===== config.mk =====
export PLATFORM = sky130hd
export DESIGN_NAME = i2c_codec_responder
export DESIGN_NICKNAME = d
export VERILOG_FILES = /design/src/rtl/i2c_codec_responder.sv
export SDC_FILE = /design/constraint.sdc
export NUM_CORES = 1
export LEC_CHECK = 0
export ABC_AREA = 1
export BUFFER_PORTS_ARGS = -buffer_cell sky130_fd_sc_hd__buf_4
export CAP_MARGIN = 20
export CORE_UTILIZATION = 60
export DETAILED_ROUTE_END_ITERATION = 6
export PLACE_DENSITY_LB_ADDON = 0.15
export SETUP_SLACK_MARGIN = 0.2
export SLEW_MARGIN = 20
export SYNTH_ARGS = -nofsm -noshare
export SYNTH_HDL_FRONTEND = slang
export SYNTH_SLANG_ARGS = --single-unit

===== constraint.sdc =====
create_clock -name clk -period 4.61 [get_ports clk]
set_input_delay 1.383 -clock clk [delete_from_list [all_inputs] [get_ports clk]]
set_output_delay 1.383 -clock clk [all_outputs]
set_load 0.01 [all_outputs]

===== src/rtl/i2c_codec_responder.sv =====
// I2C target that decodes 3-byte codec register writes ({DEV_ADDR,W}, {reg[6:0],d[8]}, d[7:0]).
// Build option: I2C_GLITCH_FILTER_EN adds a 4-consecutive-sample filter on synchronised SCL/SDA.
module i2c_codec_responder #(
    parameter logic [6:0]  DEV_ADDR    = 7'h1A,
    parameter int unsigned SYNC_STAGES = 2
) (
    input  logic       clk,
    input  logic       reset,
    input  logic       i2c_sclk,
    input  logic       i2c_sdat,
    output logic       sdat_oe,
    output logic       wr_valid,
    output logic [6:0] wr_addr,
    output logic [8:0] wr_data,
    output logic       busy,
    output logic       frame_err
);
    localparam int unsigned ADDR_W = 7;
    localparam int unsigned DATA_W = 9;
    localparam int unsigned BYTE_W = 8;
    localparam int unsigned CNT_W  = 3;

    typedef enum logic [2:0] {IDLE, ADDR, ACK_A, BYTE1, ACK1, BYTE2, ACK2, IGNORE} state_e;

    logic [SYNC_STAGES-1:0] scl_sync_q, sda_sync_q;
    logic                   scl_raw, sda_raw, scl_s, sda_s;
    logic                   scl_prev_q, sda_prev_q;
    logic                   scl_rise, scl_fall, start_det, stop_det;

    state_e              state_q, state_d;
    logic [CNT_W-1:0]    bit_cnt_q, bit_cnt_d;
    logic [BYTE_W-1:0]   shift_q, shift_d, byte_c;
    logic [ADDR_W-1:0]   addr_nxt_q, addr_nxt_d;
    logic                data_hi_q, data_hi_d;
    logic [BYTE_W-1:0]   data_lo_q, data_lo_d;
    logic                sdat_oe_q, sdat_oe_d;
    logic                wr_valid_q, wr_valid_d;
    logic [ADDR_W-1:0]   wr_addr_q, wr_addr_d;
    logic [DATA_W-1:0]   wr_data_q, wr_data_d;
    logic                busy_q, busy_d;
    logic                frame_err_q, frame_err_d;
    logic                in_frame;

    // Input synchronisers, preset to the idle (released) bus level
    always_ff @(posedge clk or negedge reset) begin
        if (!reset) begin
            scl_sync_q <= '1;
            sda_sync_q <= '1;
        end else begin
            scl_sync_q <= {scl_sync_q[SYNC_STAGES-2:0], i2c_sclk};
            sda_sync_q <= {sda_sync_q[SYNC_STAGES-2:0], i2c_sdat};
        end
    end

    assign scl_raw = scl_sync_q[SYNC_STAGES-1];
    assign sda_raw = sda_sync_q[SYNC_STAGES-1];

`ifdef I2C_GLITCH_FILTER_EN
    logic       scl_filt_q, sda_filt_q;
    logic [1:0] scl_cnt_q, sda_cnt_q;

    // Output follows the input only after 4 consecutive differing samples
    always_ff @(posedge clk or negedge reset) begin
        if (!reset) begin
            scl_filt_q <= 1'b1;
            sda_filt_q <= 1'b1;
            scl_cnt_q  <= '0;
            sda_cnt_q  <= '0;
        end else begin
            if (scl_raw == scl_filt_q) begin
                scl_cnt_q <= '0;
            end else if (scl_cnt_q == 2'd3) begin
                scl_filt_q <= scl_raw;
                scl_cnt_q  <= '0;
            end else begin
                scl_cnt_q <= scl_cnt_q + 2'd1;
            end
            if (sda_raw == sda_filt_q) begin
                sda_cnt_q <= '0;
            end else if (sda_cnt_q == 2'd3) begin
                sda_filt_q <= sda_raw;
                sda_cnt_q  <= '0;
            end else begin
                sda_cnt_q <= sda_cnt_q + 2'd1;
            end
        end
    end

    assign scl_s = scl_filt_q;
    assign sda_s = sda_filt_q;
`else
    assign scl_s = scl_raw;
    assign sda_s = sda_raw;
`endif

    always_ff @(posedge clk or negedge reset) begin
        if (!reset) begin
            scl_prev_q <= 1'b1;
            sda_prev_q <= 1'b1;
        end else begin
            scl_prev_q <= scl_s;
            sda_prev_q <= sda_s;
        end
    end

    assign scl_rise  = scl_s & ~scl_prev_q;
    assign scl_fall  = ~scl_s & scl_prev_q;
    assign start_det = scl_s & scl_prev_q & sda_prev_q & ~sda_s;
    assign stop_det  = scl_s & scl_prev_q & ~sda_prev_q & sda_s;

    always_ff @(posedge clk or negedge reset) begin
        if (!reset) begin
            state_q     <= IDLE;
            bit_cnt_q   <= '0;
            shift_q     <= '0;
            addr_nxt_q  <= '0;
            data_hi_q   <= 1'b0;
            data_lo_q   <= '0;
            sdat_oe_q   <= 1'b0;
            wr_valid_q  <= 1'b0;
            wr_addr_q   <= '0;
            wr_data_q   <= '0;
            busy_q      <= 1'b0;
            frame_err_q <= 1'b0;
        end else begin
            state_q     <= state_d;
            bit_cnt_q   <= bit_cnt_d;
            shift_q     <= shift_d;
            addr_nxt_q  <= addr_nxt_d;
            data_hi_q   <= data_hi_d;
            data_lo_q   <= data_lo_d;
            sdat_oe_q   <= sdat_oe_d;
            wr_valid_q  <= wr_valid_d;
            wr_addr_q   <= wr_addr_d;
            wr_data_q   <= wr_data_d;
            busy_q      <= busy_d;
            frame_err_q <= frame_err_d;
        end
    end

    // Bus conditions override everything; ACK states use sdat_oe_q as their drive phase
    always_comb begin
        state_d     = state_q;
        bit_cnt_d   = bit_cnt_q;
        shift_d     = shift_q;
        addr_nxt_d  = addr_nxt_q;
        data_hi_d   = data_hi_q;
        data_lo_d   = data_lo_q;
        sdat_oe_d   = sdat_oe_q;
        wr_valid_d  = 1'b0;
        wr_addr_d   = wr_addr_q;
        wr_data_d   = wr_data_q;
        frame_err_d = 1'b0;
        byte_c      = {shift_q[BYTE_W-2:0], sda_s};
        in_frame    = (state_q inside {ADDR, ACK_A, BYTE1, ACK1, BYTE2, ACK2});

        if (start_det) begin
            frame_err_d = in_frame;
            state_d     = ADDR;
            bit_cnt_d   = '0;
            sdat_oe_d   = 1'b0;
        end else if (stop_det) begin
            frame_err_d = in_frame;
            state_d     = IDLE;
            sdat_oe_d   = 1'b0;
        end else begin
            case (state_q)
                ADDR, BYTE1, BYTE2: begin
                    if (scl_rise) begin
                        shift_d   = byte_c;
                        bit_cnt_d = bit_cnt_q + CNT_W'(1);
                        if (bit_cnt_q == CNT_W'(7)) begin
                            bit_cnt_d = '0;
                            if (state_q == ADDR) begin
                                state_d = (byte_c == {DEV_ADDR, 1'b0}) ? ACK_A : IGNORE;
                            end else if (state_q == BYTE1) begin
                                addr_nxt_d = byte_c[BYTE_W-1:1];
                                data_hi_d  = byte_c[0];
                                state_d    = ACK1;
                            end else begin
                                data_lo_d = byte_c;
                                state_d   = ACK2;
                            end
                        end
                    end
                end
                ACK_A, ACK1, ACK2: begin
                    if (scl_fall) begin
                        if (!sdat_oe_q) begin
                            sdat_oe_d = 1'b1;
                        end else begin
                            sdat_oe_d = 1'b0;
                            if (state_q == ACK_A) begin
                                state_d = BYTE1;
                            end else if (state_q == ACK1) begin
                                state_d = BYTE2;
                            end else begin
                                wr_addr_d  = addr_nxt_q;
                                wr_data_d  = {data_hi_q, data_lo_q};
                                wr_valid_d = 1'b1;
                                state_d    = IGNORE;
                            end
                        end
                    end
                end
                default: sdat_oe_d = 1'b0;
            endcase
        end
        busy_d = (state_d != IDLE);
    end

    assign sdat_oe   = sdat_oe_q;
    assign wr_valid  = wr_valid_q;
    assign wr_addr   = wr_addr_q;
    assign wr_data   = wr_data_q;
    assign busy      = busy_q;
    assign frame_err = frame_err_q;
endmodule


==> run_results.csv <==
group,metric,value,unit
outcome,outcome,"finished, final reports clean",
critical_path,crit_required,3.23,ns
power,power.switching,0.316,mW
yosys,synth_edf_count,0,
yosys,synth_common_cells,"nand2_1 (87), dfrtp_1 (49), inv_1 (21)",
cts,h-tree-depth,2,
power,sw_frac_of_total,0.292,
timing,fin_crit_sh,0.484,
place,pre_cts_slack,2.70,ns
final_layout,multi_input_area,796,µm²
global_routing,grt_pass1_vias,1425,
critical_path,crit_chain,"buf_4",
yosys,netlist_instances,244,
power,seqPwrFrac,0.541,
cts,cts_setup_buffers,0,
power,clockPowerShare,0.289,
yosys,syn_nets,250,
critical_path,slowest_stage,"dfrtp_1",
timing,worst_pin_slew,0.721,ns
die,coreArea,0.00369,mm²
routing,drt-total-wl,3.66,mm
routing,ant_nets,0,
min_path,hold_path_depth,0,
critical_path,cp-start-kind,"register",
yosys,synth_most_common_cell,"nand2_1",
timing,setup_viol,0,
critical_path,cpLargestDelayFamily,"flip-flops",
yosys,async_reset_ff_frac,1.00,
critical_path,worst-path-max-fanout,2,
cts,clock-sinks,55,
cts,clkTransAtPathRegs,0.10,ns
yosys,ys_seq_elements,55,
place,port_buffers,23,
global_routing,grt_max_degree,56,
die,die_x,64.3,µm
timing,setup_ws,2.38,ns
final_layout,antennaDiodeCount,0,
timing,fmax,448,MHz
yosys,yosys.area.top_type_share,0.526,
power,combPwrFrac,0.170,
final_layout,seqCellArea,0.00138,mm²
min_path,hold_class,"register to register",
routing,dr.pass1.iters,4,
global_routing,grt_pass1_wl,6.40,mm
final_layout,n_fill_cell,313,
critical_path,worstReg2RegStart,"state_q[0]",
timing,rsz0062_at_grt,"no",
routing,wl_per_cell,11.6,µm
routing,vias_per_cell,5.01,
critical_path,r2r_cells,4,
die,die_area,0.00414,mm²
critical_path,worstSetupEndpointType,"primary output",
yosys,synthTopCellsByArea,"dfrtp_1 (53%), nand2_1 (14%), dfstp_2 (6.8%)",
cts,root_buffer,"clkbuf_8",
power,p_per_area,413,mW/mm²
timing,min_period,2.23,ns
final_layout,drive_gt1_frac,0.243,
routing,dr_total_vias,1582,
cts,clk_path_buf_depth,2,
cts,cts_buffers,5,
yosys,seq_area_frac_synth,0.593,
power,p_int,0.768,mW
critical_path,path_class,"register to primary output",
yosys,yosys.area.top_type,"dfrtp_1",
global_routing,grt_overflow,0,
place,gp_congestion,0.871,
cts,cts_tree,"done",
die,num_rows,22,
timing,slew_viol_final,0,
timing,tns,0,ns
cts,hold_buffers,0,
routing,drt_iter0_drc,95,
critical_path,arrival,0.85,ns
yosys,ys.flop_type,"dfrtp_1",
yosys,ys_types,27,
timing,max-slew-margin-rel,0.518,
cts,clock_latency,0.31,ns
final_layout,nets,273,
critical_path,r2r_end,"bit_cnt_q[0]",
yosys,yosysWarnings,0,
flow_run,max-cap-violations,0,
timing,fin_skew,0.0126,ns
die,initial_core_util,0.632,
yosys,syn_area,0.00233,mm²
timing,hold_violations,0,
min_path,min_from,"sda_sync_q[0]",
die,ioPinCount,24,
place,hpwl,2.46,mm
critical_path,r2r_slack,2.75,ns
critical_path,cp.buffers_inverters,1,
yosys,syn_avg_cell_area,9.56,µm²
power,power.leakage,1.42,nW
power,irDropWorstVdd,0.269,mV
die,die_height,64.3,µm
routing,drc,0,
critical_path,crit_path_max_incr_delay,0.39,ns
min_path,hold_end,"sda_sync_q[1]",
global_routing,grt_use_total,0.209,
global_routing,antenna_found_initial,0,
cts,cts_resized,0,
final_layout,syn_to_final_growth,12.4,%
cell usage in the layout, fill, tap and decap left out:
cell type and instances:
nor2_8 1, dfrtp_1 49, inv_2 3, and2_1 1, nor3_4 1, o31ai_2 1, clkinv_2 1, o21ai_1 18
nor2_2 2, nand2_2 4, clkbuf_8 5, inv_4 1, buf_4 23, nand2_1 87, o21bai_1 2, ha_1 2
clkinv_4 1, nor3_1 3, nand2_4 3, bufinv_16 1, nand3_1 7, a21oi_2 1, a21oi_1 4, nor2_1 9
o21ai_2 8, nand3_2 3, inv_1 21, dfstp_2 6
state kept, by name, indices dropped and copies added (netlist names):
name,cells
sdat_oe,1
frame_err,1
scl_sync_q,2
sda_prev_q,1
bit_cnt_q,3
scl_prev_q,1
addr_nxt_q,7
wr_addr,7
wr_valid,1
sda_sync_q,2
state_q,3
data_lo_q,8
busy,1
data_hi_q,1
shift_q,7
wr_data,9
cell type report:
type | count | share of cell area
clock buffers | 5 | 0.0263
clock inverters | 3 | 0.0167
inverters | 25 | 0.0368
multi-input cells | 157 | 0.304
flip-flops and latches | 55 | 0.528
well taps | 48 | 0.0229
repair buffers | 23 | 0.0659
power by group through the flow:
stage	Combinational [mW]	Clock (mW)	Sequential, mW
after CTS	0.187	0.322	0.586
after floorplan	0.149	0	0.584
final	0.184	0.313	0.586
after global routing	0.217	0.336	0.595
after global placement	0.181	0	0.593
after detailed placement	0.185	0	0.595
how the worst max path moves through the flow:
stage / from / to / slack, ns / cells after the start
6_report: wr_data[3] / wr_data[3] / 2.38 / 1
5_1_grt: wr_addr[6] / wr_addr[6] / 2.34 / 1
4_1_cts: wr_data[3] / wr_data[3] / 2.37 / 1
3_5_place_dp: reset / wr_addr[3] / 2.70 / 1
3_3_place_gp: reset / wr_addr[3] / 2.69 / 1
2_1_floorplan: sdat_oe / sdat_oe / 2.84 / 0
metrics by stage:
step	area (µm²)	total power, mW	hold slack, ns	utilization	cells
2_1_floorplan	2330	0.732	0.345	-	244
3_3_place_gp	2510	0.773	0.346	0.680	308
3_5_place_dp	2510	0.781	0.347	0.680	308
4_1_cts	2620	1.09	0.360	0.711	316
5_1_grt	2620	1.15	0.361	0.711	316
6_report	2620	1.08	0.359	0.711	316
logic make-up (layout without fill, tap and decap cells):
group	Yosys count	after routing	share of synthesized area
AO/OA/AOI/OAI	34	34	0.0928
flip-flops	55	55	0.593
buffers and inverters	32	56	0.0655
adder cells (fa/ha/maj)	2	2	0.0107
AND/OR/NAND/NOR	121	121	0.238
routing by layer:
metal | GRT usage | vias to the layer above | part of all wire
met5 | 0 | - | 0
met4 | 0.0833 | 0 | 0.018
met3 | 0.0589 | 7 | 0.036
met2 | 0.316 | 26 | 0.44
met1 | 0.284 | 736 | 0.51
li1 | - | 813 | -
Power figures use the tool's default switching activity.
